==> config.mk <==
export PLATFORM = sky130hd
export DESIGN_NAME = serial_subtractor
export DESIGN_NICKNAME = d
export VERILOG_FILES = /design/src/rtl/serial_subtractor.sv
export SDC_FILE = /design/constraint.sdc
export NUM_CORES = 1
export LEC_CHECK = 0
export BUFFER_PORTS_ARGS = -buffer_cell sky130_fd_sc_hd__buf_2
export CORE_ASPECT_RATIO = 0.75
export CORE_MARGIN = 1
export CORE_UTILIZATION = 55
export CTS_CLUSTER_DIAMETER = 200
export DETAILED_ROUTE_END_ITERATION = 10
export PLACE_DENSITY = 0.76
export SYNTH_ARGS = -nofsm -noshare
export SYNTH_HDL_FRONTEND = slang
export SYNTH_SLANG_ARGS = --single-unit
export TNS_END_PERCENT = 20
==> constraint.sdc <==
create_clock -name clk -period 2.9 [get_ports clk]
set_input_delay 0 -clock clk [delete_from_list [all_inputs] [get_ports clk]]
set_output_delay 0 -clock clk [all_outputs]
set_load 0.005 [all_outputs]
==> src/rtl/serial_subtractor.sv <==
// -----------------------------------------------------------------------------
// serial_subtractor
//
// Bit-serial unsigned subtractor. It computes diff = a - b one bit per clock,
// starting with the LSB. Each bit step is a full subtract: the two operand bits
// and a registered borrow produce one difference bit and the next borrow. A
// single sequencer FSM (IDLE -> RUN -> DONE) provides the start/done handshake.
//
// Ports
//   clk     in   1      single clock; all state updates on the rising edge
//   rst     in   1      synchronous, active-high reset
//   start   in   1      operation request; sampled only in IDLE or DONE
//   a       in   WIDTH  minuend, captured when start is accepted
//   b       in   WIDTH  subtrahend, captured when start is accepted
//   busy    out  1      high while the FSM is in RUN
//   done    out  1      one-cycle pulse; diff/borrow hold a new result
//   diff    out  WIDTH  (a - b) modulo 2**WIDTH
//   borrow  out  1      final borrow out, 1 when a < b (unsigned)
//
// Timing: start accepted at edge k, RUN occupies edges k+1..k+WIDTH, done is
// high in the cycle after edge k+WIDTH. One operation per WIDTH+1 cycles.
// -----------------------------------------------------------------------------
module serial_subtractor #(
    parameter int WIDTH = 8,
    parameter int CNT_W = 4
) (
    input  logic             clk,
    input  logic             rst,
    input  logic             start,
    input  logic [WIDTH-1:0] a,
    input  logic [WIDTH-1:0] b,
    output logic             busy,
    output logic             done,
    output logic [WIDTH-1:0] diff,
    output logic             borrow
);

    typedef enum logic [1:0] {
        ST_IDLE = 2'd0,
        ST_RUN  = 2'd1,
        ST_DONE = 2'd2
    } state_t;

    state_t           state_reg;

    // Operand shift registers: bit 0 is the bit being processed this cycle.
    logic [WIDTH-1:0] a_sh_reg;
    logic [WIDTH-1:0] b_sh_reg;
    // Difference bits enter at the MSB and move right, so after WIDTH shifts
    // the first (LSB) result bit has reached bit 0.
    logic [WIDTH-1:0] work_reg;
    logic             br_reg;
    logic [CNT_W-1:0] cnt_reg;

    // Registered outputs.
    logic [WIDTH-1:0] diff_reg;
    logic             borrow_reg;
    logic             busy_reg;
    logic             done_reg;

    // -------------------------------------------------------------------------
    // Single bit step
    // -------------------------------------------------------------------------
    logic             a_bit;
    logic             b_bit;
    logic             d_bit;
    logic             br_next;
    logic [WIDTH-1:0] work_next;
    logic             last_bit;
    logic             accept;

    always_comb begin
        a_bit     = a_sh_reg[0];
        b_bit     = b_sh_reg[0];
        d_bit     = a_bit ^ b_bit ^ br_reg;
        // Borrow out when a<b for this bit, or when the bits are equal and a
        // borrow is already pending.
        br_next   = (~a_bit & b_bit) | (~(a_bit ^ b_bit) & br_reg);
        work_next = {d_bit, work_reg[WIDTH-1:1]};
        last_bit  = (cnt_reg == CNT_W'(WIDTH - 1));
        // start is only honoured when no operation is in flight.
        accept    = start && (state_reg != ST_RUN);
    end

    // -------------------------------------------------------------------------
    // Sequencer and datapath
    // -------------------------------------------------------------------------
    always_ff @(posedge clk) begin
        if (rst) begin
            state_reg  <= ST_IDLE;
            a_sh_reg   <= '0;
            b_sh_reg   <= '0;
            work_reg   <= '0;
            br_reg     <= 1'b0;
            cnt_reg    <= '0;
            diff_reg   <= '0;
            borrow_reg <= 1'b0;
            busy_reg   <= 1'b0;
            done_reg   <= 1'b0;
        end else begin
            // done is a pulse; it is only re-asserted on the completing edge.
            done_reg <= 1'b0;

            case (state_reg)
                ST_IDLE, ST_DONE: begin
                    if (accept) begin
                        a_sh_reg  <= a;
                        b_sh_reg  <= b;
                        work_reg  <= '0;
                        br_reg    <= 1'b0;
                        cnt_reg   <= '0;
                        busy_reg  <= 1'b1;
                        state_reg <= ST_RUN;
                    end else begin
                        busy_reg  <= 1'b0;
                        state_reg <= ST_IDLE;
                    end
                end

                ST_RUN: begin
                    a_sh_reg <= a_sh_reg >> 1;
                    b_sh_reg <= b_sh_reg >> 1;
                    work_reg <= work_next;
                    br_reg   <= br_next;
                    cnt_reg  <= cnt_reg + CNT_W'(1);
                    if (last_bit) begin
                        // Publish the completed word directly from the step
                        // logic so the result lands on the same edge.
                        diff_reg   <= work_next;
                        borrow_reg <= br_next;
                        busy_reg   <= 1'b0;
                        done_reg   <= 1'b1;
                        state_reg  <= ST_DONE;
                    end
                end

                default: begin
                    busy_reg  <= 1'b0;
                    state_reg <= ST_IDLE;
                end
            endcase
        end
    end

    assign busy   = busy_reg;
    assign done   = done_reg;
    assign diff   = diff_reg;
    assign borrow = borrow_reg;

endmodule

After elaboration in Yosys (flattened, before gate mapping)

Index checks and enable logic that the tools add are counted.

Bits of input ports: 19
Flip-flop bits (word level): 42

Eq/ne operators: 6
Mux-type cells: 17
Bitwise logic cells: 8
Add/sub/neg operators: 1
Reduce and logical (&&, ||, !) cells: 7

Operators by type and width:

| operator                                             | number |
|---|---|
| one-hot mux 8 bit (2 select lines)                   | 3 |
| two-way mux 8 bit                                    | 3 |
| one-hot mux 4 bit (2 select lines)                   | 1 |
| two-way mux 1 bit                                    | 5 |
| adder 4 x 1 -> 4 bit (second input constant)         | 1 |
| equality test 4 x 3 -> 1 bit (second input constant) | 1 |
| two-way mux 4 bit                                    | 1 |
| != test 2 bit (second input constant)                | 2 |
| one-hot mux 1 bit (2 select lines)                   | 2 |
| one-hot mux 2 bit (2 select lines)                   | 1 |
| AND reduction 2 bit                                  | 2 |
| OR reduction 2 bit                                   | 2 |
| inverter 1 bit                                       | 3 |
| AND 1 bit                                            | 2 |
| equality test 2 x 1 -> 1 bit (second input constant) | 1 |
| equality test 2 bit (second input constant)          | 1 |
| zero test 2 bit                                      | 1 |
| two-way mux 2 bit                                    | 1 |
| != test 2 x 1 -> 1 bit (second input constant)       | 1 |
| nonzero test 2 bit                                   | 1 |
| bitwise XOR 1 bit                                    | 2 |
| logical AND 1 bit                                    | 1 |
| bitwise OR 1 bit                                     | 1 |

Longest topological paths before layout

Word-level depth: 5
Depth in mapped cells: 5
Depth with buffers taken out: 4

Worst setup path after synthesis

OpenSTA, ideal clock, no wires.

Path kind: reg-to-reg
From: register cnt_reg[0]
To: register borrow_reg (netlist: borrow)
Cell stages (with the launch flop): 6
Path buffers: 1
Clock period less this slack: 1.179 ns
Arrival: 1.088 ns
Slack: 1.721 ns
Library setup time: 0.091 ns
Cells stage by stage: dfxtp_1 -> ha_1 -> and3b_1 -> buf_4 -> a21oi_1 -> a311oi_1

Longest elaborated chain between the ends: 2

Ends and longest elaborated chain:

| element                       | line | text |
|---|---|---|
| start, declared               | 53   | `logic [CNT_W-1:0] cnt_reg;` |
| start signal, assigned        | 125  | `cnt_reg <= cnt_reg + CNT_W'(1);` |
| equality test 4 x 3 -> 1 bit  | 80   | `last_bit = (cnt_reg == CNT_W'(WIDTH - 1));` |
| AND reduction 2 bit (no line) | --   |  |
| end signal, assigned          | 130  | `borrow_reg <= br_next;` |
| end, declared                 | 57   | `logic borrow_reg;` |

No other way between the ends.
A chain may end at the register's enable or synchronous reset.

Final worst setup path

From: register state_reg[0]
To: register diff_reg[3] (netlist: diff[3])

Longest elaborated chain between the ends: 2

Ends and longest elaborated chain:

| element                       | line | text |
|---|---|---|
| start, declared               | 44   | `state_t state_reg;` |
| start signal, assigned        | 90   | `state_reg <= ST_IDLE;` |
| start signal, assigned        | 113  | `state_reg <= ST_RUN;` |
| start signal, assigned        | 116  | `state_reg <= ST_IDLE;` |
| equality test 2 x 1 -> 1 bit  | 104  | `case (state_reg)` |
| AND reduction 2 bit (no line) | --   |  |
| end signal, assigned          | 129  | `diff_reg <= work_next;` |
| end, declared                 | 56   | `logic [WIDTH-1:0] diff_reg;` |

No other way between the ends.

==> impl_table.tex <==
\begin{tabular}{lr}
\hline
Metric & Value \\
\hline
\multicolumn{2}{l}{\textbf{Critical path}} \\
\quad Largest fanout of any net on the critical path & 24 \\
\quad Launching point of the worst reg2reg path & state\_reg[0] \\
\quad Setup Crit Path Kind & reg2reg \\
\quad Data arrival time of the worst path & 1.86 ns \\
\quad Critical path required time & 3.04 ns \\
\quad Element type at the critical path end & flop \\
\quad Timing startpoint of the critical path & state\_reg[0] \\
\quad Reg2reg setup slack & 1.18 ns \\
\quad Startpoint kind of the worst setup timing path & flop \\
\multicolumn{2}{l}{\textbf{Detailed routing}} \\
\quad Iteration-0 DRC count of the detailed router & 103 \\
\quad Pre-antenna DRT Iters & 4 \\
\quad Routed len/inst & 13.88 um \\
\quad Total number of vias & 1516 \\
\quad Wirelength, routed & 3.567 mm \\
\quad Residual DRC & 0 \\
\quad Routed via count divided by cell count & 5.899 \\
\quad Count of antenna-violating nets left after detailed routing & 0 \\
\multicolumn{2}{l}{\textbf{Logic synthesis}} \\
\quad Post-synthesis cell area & 0.001654 mm\^{}2 \\
\quad Most frequently used cell type in the post-synthesis netlist & sky130\_fd\_sc\_hd\_\_dfxtp\_1 \\
\quad Share of async-settable or async-resettable flops after synthesis & 0\% \\
\quad Number of cells produced by synthesis & 188 \\
\quad Count of flip-flops with a built-in enable after synthesis & 0 \\
\quad Number of synthesis warnings & 0 \\
\quad Avg Synthesized Cell Area & 8.798 um\^{}2 \\
\quad Area contributors post-synth & sky130\_fd\_sc\_hd\_\_dfxtp\_1 50\%, sky130\_fd\_sc\_hd\_\_a21oi\_1 11\%, sky130\_fd\_sc\_hd\_\_nand3\_1 11\%, sky130\_fd\_sc\_hd\_\_a22oi\_1 6.4\%, sky130\_fd\_sc\_hd\_\_buf\_2 2.4\% \\
\quad Top flip-flop cell by instance count after synthesis & sky130\_fd\_sc\_hd\_\_dfxtp\_1 \\
\quad Seq cells post-synth & 41 \\
\quad Most area-hungry cell type in the Yosys netlist & sky130\_fd\_sc\_hd\_\_dfxtp\_1 \\
\quad Top-area cell type share of the netlist area & 49.62\% \\
\quad Most used standard cells in the synthesized netlist & 41 x sky130\_fd\_sc\_hd\_\_dfxtp\_1, 38 x sky130\_fd\_sc\_hd\_\_a21oi\_1, 35 x sky130\_fd\_sc\_hd\_\_nand3\_1 \\
\quad Proportion of synthesized chip area in sequential cells & 49.62\% \\
\quad Net count of the mapped netlist & 209 \\
\quad Distinct cells, synth & 26 \\
\multicolumn{2}{l}{\textbf{GRT}} \\
\quad Vias in the first global route & 1348 \\
\quad Total global routing track utilization & 24.25\% \\
\quad Initial antenna violation count & 0 \\
\quad Wire length of the first global-routing pass & 5.940 mm \\
\quad Grt total ovfl & 0 \\
\quad Maximum number of pins on one net before global-route repair & 43 \\
\multicolumn{2}{l}{\textbf{Floorplan}} \\
\quad Total Die Area & 0.003233 mm\^{}2 \\
\quad Number of cell rows & 16 \\
\quad Num ports & 30 \\
\quad Standard cell core area & 0.002723 mm\^{}2 \\
\quad Die X & 65.33 um \\
\quad Initial cell density of the core & 60.75\% \\
\quad Die height & 49.49 um \\
\multicolumn{2}{l}{\textbf{STA}} \\
\quad Number of setup violations in the final report & 0 \\
\quad Final Hold Fails & 1 \\
\quad Worst clock skew on the final layout & 0.006735 ns \\
\quad Max-slew violation total from the final report & 0 \\
\quad Fin crit share & 59.30\% \\
\quad Transition time at the pin with the least slew margin & 0.9973 ns \\
\quad Min Clock Period, post-route & 1.720 ns \\
\quad Relative slew slack & 33.51\% \\
\quad Max Fclk & 581.4 MHz \\
\quad Sum Neg Setup Slack & 0 ns \\
\quad Worst hold slack after final layout & -0.003962 ns \\
\quad Unrepaired setup endpoints after global routing & no \\
\multicolumn{2}{l}{\textbf{Clock network}} \\
\quad Clock sink count & 41 \\
\quad Max Root-Sink Buffers & 2 \\
\quad Clock insertion delay at the later pin of the skew report & 0.29 ns \\
\quad Total clock buffers created by CTS & 5 \\
\quad Clk root buf & sky130\_fd\_sc\_hd\_\_clkbuf\_8 \\
\quad TritonCTS clock tree & done \\
\quad H-Tree Level Count & 2 \\
\quad Clock slew seen by the registers of the worst setup and hold paths & 0.08 ns \\
\multicolumn{2}{l}{\textbf{Hold path}} \\
\quad Min-Delay Path Class & in2reg \\
\quad Hold path startpoint & a[2] \\
\multicolumn{2}{l}{\textbf{Power and ir drop}} \\
\quad Worst supply voltage drop on vdd & 0.0004067 V \\
\quad Power per cell area & 544.7 mW/mm\^{}2 \\
\quad Static leakage power & 0.7469 nW \\
\multicolumn{2}{l}{\textbf{Finish}} \\
\quad Total of fill cells in the finished design & 228 \\
\quad Diode count & 0 \\
\quad Area of the multi-input gates & 714.4 um\^{}2 \\
\quad Area of all sequential standard cells & 820.8 um\^{}2 \\
\quad Net count reported at finish & 241 \\
\quad Synthesis-to-finish area growth & 18.84\% \\
\quad Fraction of final layout cells with drive strength greater than 1 & 19.00\% \\
\multicolumn{2}{l}{\textbf{Run}} \\
\quad MaxCap Viol Count & 0 \\
\multicolumn{2}{l}{\textbf{Place}} \\
\quad Detailed Place HPWL & 2.239 mm \\
\quad Final RePlAce weighted congestion & 0.7554 \\
\quad IO buf count & 29 \\
\multicolumn{2}{l}{\textbf{Outcome}} \\
\quad Failing checks & hold timing \\
\quad Result of the run & finished, violations left \\
\hline
\end{tabular}
## worst max-delay path, stage by stage (launching register included)
cell                       delay (ns)
sky130_fd_sc_hd__dfxtp_1         0.39
sky130_fd_sc_hd__nand2b_1        0.49
sky130_fd_sc_hd__buf_4           0.40
sky130_fd_sc_hd__o21ai_0         0.19
sky130_fd_sc_hd__a21oi_1         0.09
## stage by stage
stage               total power, mW  util (%)  area (um^2)  worst slack, ns  cells
global placement             0.7114     64.75         1763            1.281    237
global route                  1.121     72.20         1966            1.013    257
CTS                           1.078     72.20         1966            1.188    257
finish                        1.071     72.20         1966            1.180    257
detailed placement           0.7169     64.75         1763            1.203    237
floorplan                    0.6914         -         1654            1.721    188
## layout by cell type (no fill, tap or decap), types with 2 or more instances in the layout
cell type,synthesis,final
sky130_fd_sc_hd__a21oi_1,38,38
sky130_fd_sc_hd__a22oi_1,14,14
sky130_fd_sc_hd__buf_2,8,29
sky130_fd_sc_hd__buf_4,5,4
sky130_fd_sc_hd__clkbuf_8,0,5
sky130_fd_sc_hd__clkinv_2,0,2
sky130_fd_sc_hd__dfxtp_1,41,41
sky130_fd_sc_hd__dlygate4sd3_1,0,12
sky130_fd_sc_hd__inv_1,2,2
sky130_fd_sc_hd__nand2_1,10,10
sky130_fd_sc_hd__nand2b_1,4,4
sky130_fd_sc_hd__nand3_1,35,35
sky130_fd_sc_hd__nor2_1,2,2
sky130_fd_sc_hd__nor3_1,2,2
sky130_fd_sc_hd__o21ai_0,8,8
## kinds of logic (layout without fill, tap and decap cells)
| family | Yosys count | count (layout) | share of synthesized area [%] |
|---|---|---|---|
| simple gates | 59 | 59 | 18.08 |
| mux | 2 | 2 | 1.588 |
| buf+inv | 22 | 55 | 7.186 |
| compound gates | 62 | 62 | 21.56 |
| flops | 41 | 41 | 49.62 |
| fa+ha+maj | 2 | 2 | 1.967 |
## power by group
part           internal, mW  leakage, nW  switching, mW
clock network         0.167       0.0450          0.186
logic                0.0504        0.368         0.0711
registers             0.583        0.334         0.0127
total                 0.800        0.747          0.270
## final timing paths
kind,cells after the start,end
min reg2reg,2,busy
max reg2reg,4,diff[3]
max,4,diff[3]
min,3,a_sh_reg[2]
## layer usage
metal | share of wire (%) | wire (um) | track usage [%] | vias to the layer above
met2 | 48 | 1717 | 37.80 | 44
met5 | 0 | 0 | 0 | -
met4 | 1.2 | 44 | 8.696 | 0
met1 | 45 | 1602 | 32.84 | 735
li1 | - | - | - | 732
met3 | 5.7 | 202 | 5.556 | 5
## final cells by class
class | count | share of cell area, %
repair buffers | 45 | 15.02
clock buffers | 6 | 3.692
clock inverters | 2 | 0.5092
inverters | 2 | 0.3819
multi-input cells | 125 | 36.35
flip-flops and latches | 41 | 41.76
well taps | 36 | 2.292
## repair_timing
action                                 4_1_cts  5_1_grt
endpoints found under the hold margin       12        0
resized for setup                            0        0
hold buffers                                12        0
buffers inserted                             0        0
No activity file was read; power rests on OpenSTA's default activity.
